<file path="src/rtl/prince_ti_pkg.sv">
// rtl/prince_ti_pkg.sv - shared types and constants for the PRINCE TI round controller
// Purpose: FSM state encoding, linear-layer select codes and round bookkeeping
//          constants used by prince_ti_round_ctrl and its latency counter.
// Ports:   none (package).
package prince_ti_pkg;

  typedef enum logic [3:0] {
    ST_IDLE,
    ST_INIT,
    ST_SB,
    ST_LIN,
    ST_MSB,
    ST_MLIN,
    ST_MISB,
    ST_BLIN,
    ST_BSB,
    ST_FIN,
    ST_DONE
  } state_e;

  localparam logic [1:0] LIN_M    = 2'd0;
  localparam logic [1:0] LIN_MP   = 2'd1;
  localparam logic [1:0] LIN_MINV = 2'd2;
  localparam logic [1:0] LIN_BYP  = 2'd3;

  localparam int NUM_RC     = 12;
  localparam int FWD_ROUNDS = 5;
  localparam int RC_FIN     = 11;
  // Last backward round index; RC_FIN belongs to the final whitening step.
  localparam int BWD_LAST   = NUM_RC - 2;

  function automatic logic is_sbox(input state_e s);
    return (s == ST_SB) || (s == ST_MSB) || (s == ST_MISB) || (s == ST_BSB);
  endfunction

endpackage

</file>
<file path="src/rtl/prince_ti_lat_cnt.sv">
// rtl/prince_ti_lat_cnt.sv - S-box pipeline latency counter with terminal count
// Purpose: counts the cycles of one S-box phase; wraps to 0 after LAT cycles.
// Ports:   i_clk, i_rst (sync, active-high), i_clr (force to 0), i_adv (count),
//          o_tc (current count is the last one), o_tc_nxt (next count is the last one).
module prince_ti_lat_cnt #(
  parameter int LAT = 2
) (
  input  logic i_clk,
  input  logic i_rst,
  input  logic i_clr,
  input  logic i_adv,
  output logic o_tc,
  output logic o_tc_nxt
);

  localparam int W = $clog2(LAT + 1);
  localparam logic [W-1:0] LAST = W'(LAT - 1);

  logic [W-1:0] cnt_q, cnt_d;

  always_comb begin
    cnt_d = cnt_q;
    if (i_clr) begin
      cnt_d = '0;
    end else if (i_adv) begin
      cnt_d = (cnt_q == LAST) ? '0 : cnt_q + W'(1);
    end
  end

  always_ff @(posedge i_clk) begin
    if (i_rst) cnt_q <= '0;
    else       cnt_q <= cnt_d;
  end

  assign o_tc     = (cnt_q == LAST);
  // The controller registers its outputs, so it needs to know whether the
  // cycle it is about to enter is the last S-box cycle.
  assign o_tc_nxt = (cnt_d == LAST);

endmodule

</file>
<file path="src/rtl/prince_ti_round_ctrl.sv">
// rtl/prince_ti_round_ctrl.sv - sequencing FSM for the 2-share PRINCE TI core
// Purpose: walks INIT, 5 forward rounds, the middle S/M'/S^-1 layer, 5 backward
//          rounds and the final whitening, emitting registered datapath controls.
// Ports:   i_clk, i_rst (sync, active-high), i_start, i_abort;
//          o_ready, o_busy, o_done handshake; o_ld_en, o_st_en, o_sb_en, o_sb_inv,
//          o_lin_sel, o_rc_en, o_rc_idx, o_fresh_en datapath controls.
module prince_ti_round_ctrl
  import prince_ti_pkg::*;
#(
  parameter int SBOX_LAT = 2,
  parameter int RC_W     = 4
) (
  input  logic            i_clk,
  input  logic            i_rst,
  input  logic            i_start,
  input  logic            i_abort,
  output logic            o_ready,
  output logic            o_busy,
  output logic            o_ld_en,
  output logic            o_st_en,
  output logic            o_sb_en,
  output logic            o_sb_inv,
  output logic [1:0]      o_lin_sel,
  output logic            o_rc_en,
  output logic [RC_W-1:0] o_rc_idx,
  output logic            o_fresh_en,
  output logic            o_done
);

  state_e     state_q, state_d;
  logic [3:0] rnd_q, rnd_d;
  logic       in_sb, sb_tc, sb_tc_nxt, abort_now;

  logic            ready_d, busy_d, ld_en_d, st_en_d, sb_en_d, sb_inv_d;
  logic            rc_en_d, fresh_en_d, done_d;
  logic [1:0]      lin_sel_d;
  logic [RC_W-1:0] rc_idx_d;

  assign in_sb     = is_sbox(state_q);
  // Abort only matters while a run is in flight; DONE always completes.
  assign abort_now = i_abort && (state_q != ST_IDLE) && (state_q != ST_DONE);

  prince_ti_lat_cnt #(
    .LAT(SBOX_LAT)
  ) u_lat_cnt (
    .i_clk   (i_clk),
    .i_rst   (i_rst),
    .i_clr   (!in_sb || abort_now),
    .i_adv   (in_sb),
    .o_tc    (sb_tc),
    .o_tc_nxt(sb_tc_nxt)
  );

  always_comb begin
    state_d = state_q;
    rnd_d   = rnd_q;
    if (abort_now) begin
      state_d = ST_IDLE;
      rnd_d   = '0;
    end else begin
      case (state_q)
        ST_IDLE: if (i_start) begin
          state_d = ST_INIT;
          rnd_d   = 4'd1;
        end
        ST_INIT: state_d = ST_SB;
        ST_SB:   if (sb_tc) state_d = ST_LIN;
        ST_LIN: begin
          if (rnd_q == 4'(FWD_ROUNDS)) begin
            state_d = ST_MSB;
          end else begin
            rnd_d   = rnd_q + 4'd1;
            state_d = ST_SB;
          end
        end
        ST_MSB:  if (sb_tc) state_d = ST_MLIN;
        ST_MLIN: state_d = ST_MISB;
        ST_MISB: if (sb_tc) begin
          state_d = ST_BLIN;
          rnd_d   = 4'(FWD_ROUNDS + 1);
        end
        ST_BLIN: state_d = ST_BSB;
        ST_BSB:  if (sb_tc) begin
          if (rnd_q == 4'(BWD_LAST)) begin
            state_d = ST_FIN;
          end else begin
            rnd_d   = rnd_q + 4'd1;
            state_d = ST_BLIN;
          end
        end
        ST_FIN:  state_d = ST_DONE;
        ST_DONE: begin
          state_d = ST_IDLE;
          rnd_d   = '0;
        end
        default: begin
          state_d = ST_IDLE;
          rnd_d   = '0;
        end
      endcase
    end
  end

  // Outputs are decoded from the state being entered and then registered,
  // so they line up with the cycle that state occupies.
  always_comb begin
    ready_d    = 1'b0;
    busy_d     = 1'b1;
    ld_en_d    = 1'b0;
    st_en_d    = 1'b0;
    sb_en_d    = 1'b0;
    sb_inv_d   = 1'b0;
    rc_en_d    = 1'b0;
    fresh_en_d = 1'b0;
    done_d     = 1'b0;
    lin_sel_d  = LIN_BYP;
    rc_idx_d   = '0;
    case (state_d)
      ST_IDLE: begin
        ready_d = 1'b1;
        busy_d  = 1'b0;
      end
      ST_INIT: begin
        ld_en_d = 1'b1;
        st_en_d = 1'b1;
        rc_en_d = 1'b1;
      end
      ST_SB, ST_MSB: begin
        sb_en_d    = 1'b1;
        fresh_en_d = 1'b1;
        st_en_d    = sb_tc_nxt;
      end
      ST_MISB, ST_BSB: begin
        sb_en_d    = 1'b1;
        sb_inv_d   = 1'b1;
        fresh_en_d = 1'b1;
        st_en_d    = sb_tc_nxt;
      end
      ST_LIN: begin
        lin_sel_d = LIN_M;
        rc_en_d   = 1'b1;
        rc_idx_d  = RC_W'(rnd_d);
        st_en_d   = 1'b1;
      end
      ST_MLIN: begin
        lin_sel_d = LIN_MP;
        st_en_d   = 1'b1;
      end
      ST_BLIN: begin
        lin_sel_d = LIN_MINV;
        rc_en_d   = 1'b1;
        rc_idx_d  = RC_W'(rnd_d);
        st_en_d   = 1'b1;
      end
      ST_FIN: begin
        rc_en_d  = 1'b1;
        rc_idx_d = RC_W'(RC_FIN);
        st_en_d  = 1'b1;
      end
      ST_DONE: begin
        done_d = 1'b1;
        busy_d = 1'b0;
      end
      default: busy_d = 1'b0;
    endcase
  end

  always_ff @(posedge i_clk) begin
    if (i_rst) begin
      state_q    <= ST_IDLE;
      rnd_q      <= '0;
      o_ready    <= 1'b1;
      o_busy     <= 1'b0;
      o_ld_en    <= 1'b0;
      o_st_en    <= 1'b0;
      o_sb_en    <= 1'b0;
      o_sb_inv   <= 1'b0;
      o_lin_sel  <= LIN_BYP;
      o_rc_en    <= 1'b0;
      o_rc_idx   <= '0;
      o_fresh_en <= 1'b0;
      o_done     <= 1'b0;
    end else begin
      state_q    <= state_d;
      rnd_q      <= rnd_d;
      o_ready    <= ready_d;
      o_busy     <= busy_d;
      o_ld_en    <= ld_en_d;
      o_st_en    <= st_en_d;
      o_sb_en    <= sb_en_d;
      o_sb_inv   <= sb_inv_d;
      o_lin_sel  <= lin_sel_d;
      o_rc_en    <= rc_en_d;
      o_rc_idx   <= rc_idx_d;
      o_fresh_en <= fresh_en_d;
      o_done     <= done_d;
    end
  end

endmodule

</file>
<file path="config.mk">
export PLATFORM = sky130hd
export DESIGN_NAME = prince_ti_round_ctrl
export DESIGN_NICKNAME = d
export VERILOG_FILES = /design/src/rtl/prince_ti_pkg.sv /design/src/rtl/prince_ti_lat_cnt.sv /design/src/rtl/prince_ti_round_ctrl.sv
export SDC_FILE = /design/constraint.sdc
export NUM_CORES = 1
export LEC_CHECK = 0
export ABC_CLOCK_PERIOD_IN_PS = 2300
export CORE_MARGIN = 1.5
export CORE_UTILIZATION = 53
export CTS_CLUSTER_DIAMETER = 200
export CTS_CLUSTER_SIZE = 8
export DETAILED_ROUTE_END_ITERATION = 10
export HOLD_SLACK_MARGIN = 0.03
export PLACE_DENSITY = 0.78
export SYNTH_ARGS = -nofsm -noshare
export SYNTH_HDL_FRONTEND = slang
export SYNTH_SLANG_ARGS = --single-unit
</file>
<file path="constraint.sdc">
create_clock -name i_clk -period 2.3 [get_ports i_clk]
set_clock_uncertainty 0.2 [all_clocks]
set_input_delay 0.46 -clock i_clk [delete_from_list [all_inputs] [get_ports i_clk]]
set_output_delay 0.46 -clock i_clk [all_outputs]
set_load 0.005 [all_outputs]
</file>
==> impl_metrics.toml <==
[run_status]
status = "complete, no violations"

[pwr]
power_leakage_nw = 0.6105
peakVddDrop_mv = 0.8640
power_density_mw_per_mm2 = 870.4
p_total_mw = 1.374

[floorplanning]
die_w_um = 52.31
die-area_mm2 = 0.002736
row_count = 17
io_pins = 19
die_y_um = 52.31
initial_core_util_pct = 57.16
core_area_mm2 = 0.002255

[synth]
synth_warnings = 0
yosysSeqAreaShare_pct = 37.28
synth-seq-cells = 24
synthFlopType = "dfxtp_1"
syn-num-nets = 152
avgSynthCellArea_um2 = 8.888
syn-cell-area_mm2 = 0.001289
synth_cells = 145
synth-edff-count = 0
async_flop_share_pct = 0
ys_types = 51

[cts]
cts_max_level = 1
post_cts_buffers = 0
clockBufferDepth = 2
clkLatencyLatePin_ps = 300
clock-root-buffer = "clkbuf_4"
cts_hold_buf = 0
post_cts_resized = 0
clock_sinks = 24
cts_tree = "done"
numCtsBuffers = 3
path_clk_slew_ps = 120

[detailed_routing]
dr.first_iter.drc_count = 35
antenna_left = 0
via_per_inst = 5.594
wirelength_um = 2811
wire_per_inst_um = 14.27
remaining_drc_errors = 0
vias = 1102
drt_pass1_iterations = 4

[timing]
setup_viol = 0
fin_setup_tns_ps = 0
max_slew_margin_pct = 67.63
rsz0062_at_grt = "false"
period_minus_slack_ps = 2132
fin_crit_sh_pct = 92.70
worst_pin_slew_ps = 482.3
fin_ws_ps = 167.8
whs_ps = 325.5
final-hold-violation-count = 0
drv_slew = 0
fmax_mhz = 469.0

[setup_path]
max_stage_delay_ps = 470
cp-start-kind = "flop"
path_cells = "inv_1 -> ha_1 -> and3b_1 -> o21a_1 -> o221a_1 -> xor2_1 -> a31oi_1"
cp_data_arrival_time_ps = 2170
crit_buf_inv = 1
critical_path_class = "reg2reg"
critPathRequiredTime_ps = 2340
critical_path.top_delay_family = "compound AO/OA/AOI/OAI gates"
worst_path_max_delay_cell = "dfxtp_1"
worstPathMaxFanout = 9
endpoint_kind = "flop"

[placement]
hpwl_um = 2175
gp_congestion = 0.8594
dp_slack_ps = -16.06
dp.cells = 193
port_buffers = 18

[cells_and_area]
area_delta_synth_final_pct = 22.52
nets = 177
instances_no_fill = 197
diodes = 0
mostFrequentLayoutCell = "dfxtp_1"
fill_cells = 182
post_route_cells_drive_above_1_share_pct = 15.98
most-common-layout-cells = "23 x dfxtp_1, 18 x clkdlybuf4s50_1, 12 x nand2_1"

[global_route]
globalRoute.totalOverflow = 0
antenna_found_initial = 0
grt_pass1_vias = 1024
gr-usage-all-layers_pct = 23.35
grt_max_degree = 14
grt_pass1_wl_um = 4774

[run]
max_cap_violations = 0

[worst_hold_path]
hold_path_class = "reg2reg"
[sequential cells by signal (all words and copies together), names as in the netlist]
register,count
o_ready,1
o_fresh_en,1
o_lin_sel,2
state_q,4
o_st_en,1
o_rc_en,1
o_done,1
rnd_q,4
u_lat_cnt.cnt_q,2
o_rc_idx,4
o_sb_inv,1
o_ld_en,1
o_busy,1
[power breakdown]
part / switching (mW) / internal, mW / total (mW)
combinational: 0.305 / 0.306 / 0.611
sequential: 0.0593 / 0.492 / 0.551
clock: 0.116 / 0.0966 / 0.213
[logic make-up (layout without fill, tap and decap cells)]
logic type,count (synthesis),after routing,share of synthesized area (%)
and+or+nand+nor,66,66,32.23
buffers and inverters,13,37,5.340
adders and majority gates,3,3,2.913
xor gates and xnor gates,3,3,2.039
DFF,24,24,37.28
AOI/OAI and AO/OA,36,36,20.19
[final cells by class]
class / count / area (um^2) / area share [%]
clock buffer: 4 / 36.28 / 2.298
multi-input combinational: 108 / 739.5 / 46.83
tap: 28 / 35.03 / 2.219
timing repair buffer: 28 / 267.8 / 16.96
inverter: 5 / 18.77 / 1.189
sequential: 24 / 481.7 / 30.51
[routing by layer]
metal	routed length, um	vias to the layer above	global-route usage, %
met2	1268	26	35.21
met4	13	0	5.128
met5	0	-	0
met3	104	2	4.000
met1	1424	506	34.64
li1	-	568	-
[per-stage QoR]
stage	cell area, um^2	utilization [%]
detailed placement	1541	68.37
finish	1579	70.03
global placement	1541	68.37
global route	1579	70.03
CTS	1578	69.98
floorplan	1289	-
[final timing paths]
path	start	end	slack (ps)	cells after the start
setup reg to reg	rnd_q[1]	o_busy	170	7
hold reg to reg	u_lat_cnt.cnt_q[1]	u_lat_cnt.cnt_q[1]	330	1
hold / removal	u_lat_cnt.cnt_q[1]	u_lat_cnt.cnt_q[1]	330	1
setup / recovery	rnd_q[1]	o_busy	170	7
[cells in the mapped netlist, drive strengths merged, types with 3 or more instances]
cell type / number / area (um^2)
inv: 5 / 18.77
nand2b: 4 / 25.02
nor3: 5 / 25.02
o21ai: 7 / 35.03
and2: 3 / 18.77
and3b: 4 / 35.03
or2: 4 / 27.53
a21oi: 9 / 45.04
dfxtp: 24 / 480.5
ha: 3 / 37.54
buf: 8 / 50.05
nor2b: 4 / 30.03
nand3b: 3 / 26.27
nand3: 3 / 15.01
a31oi: 3 / 18.77
nand2: 12 / 45.04
nor2: 13 / 61.31
(Power assumes the default switching activity.)
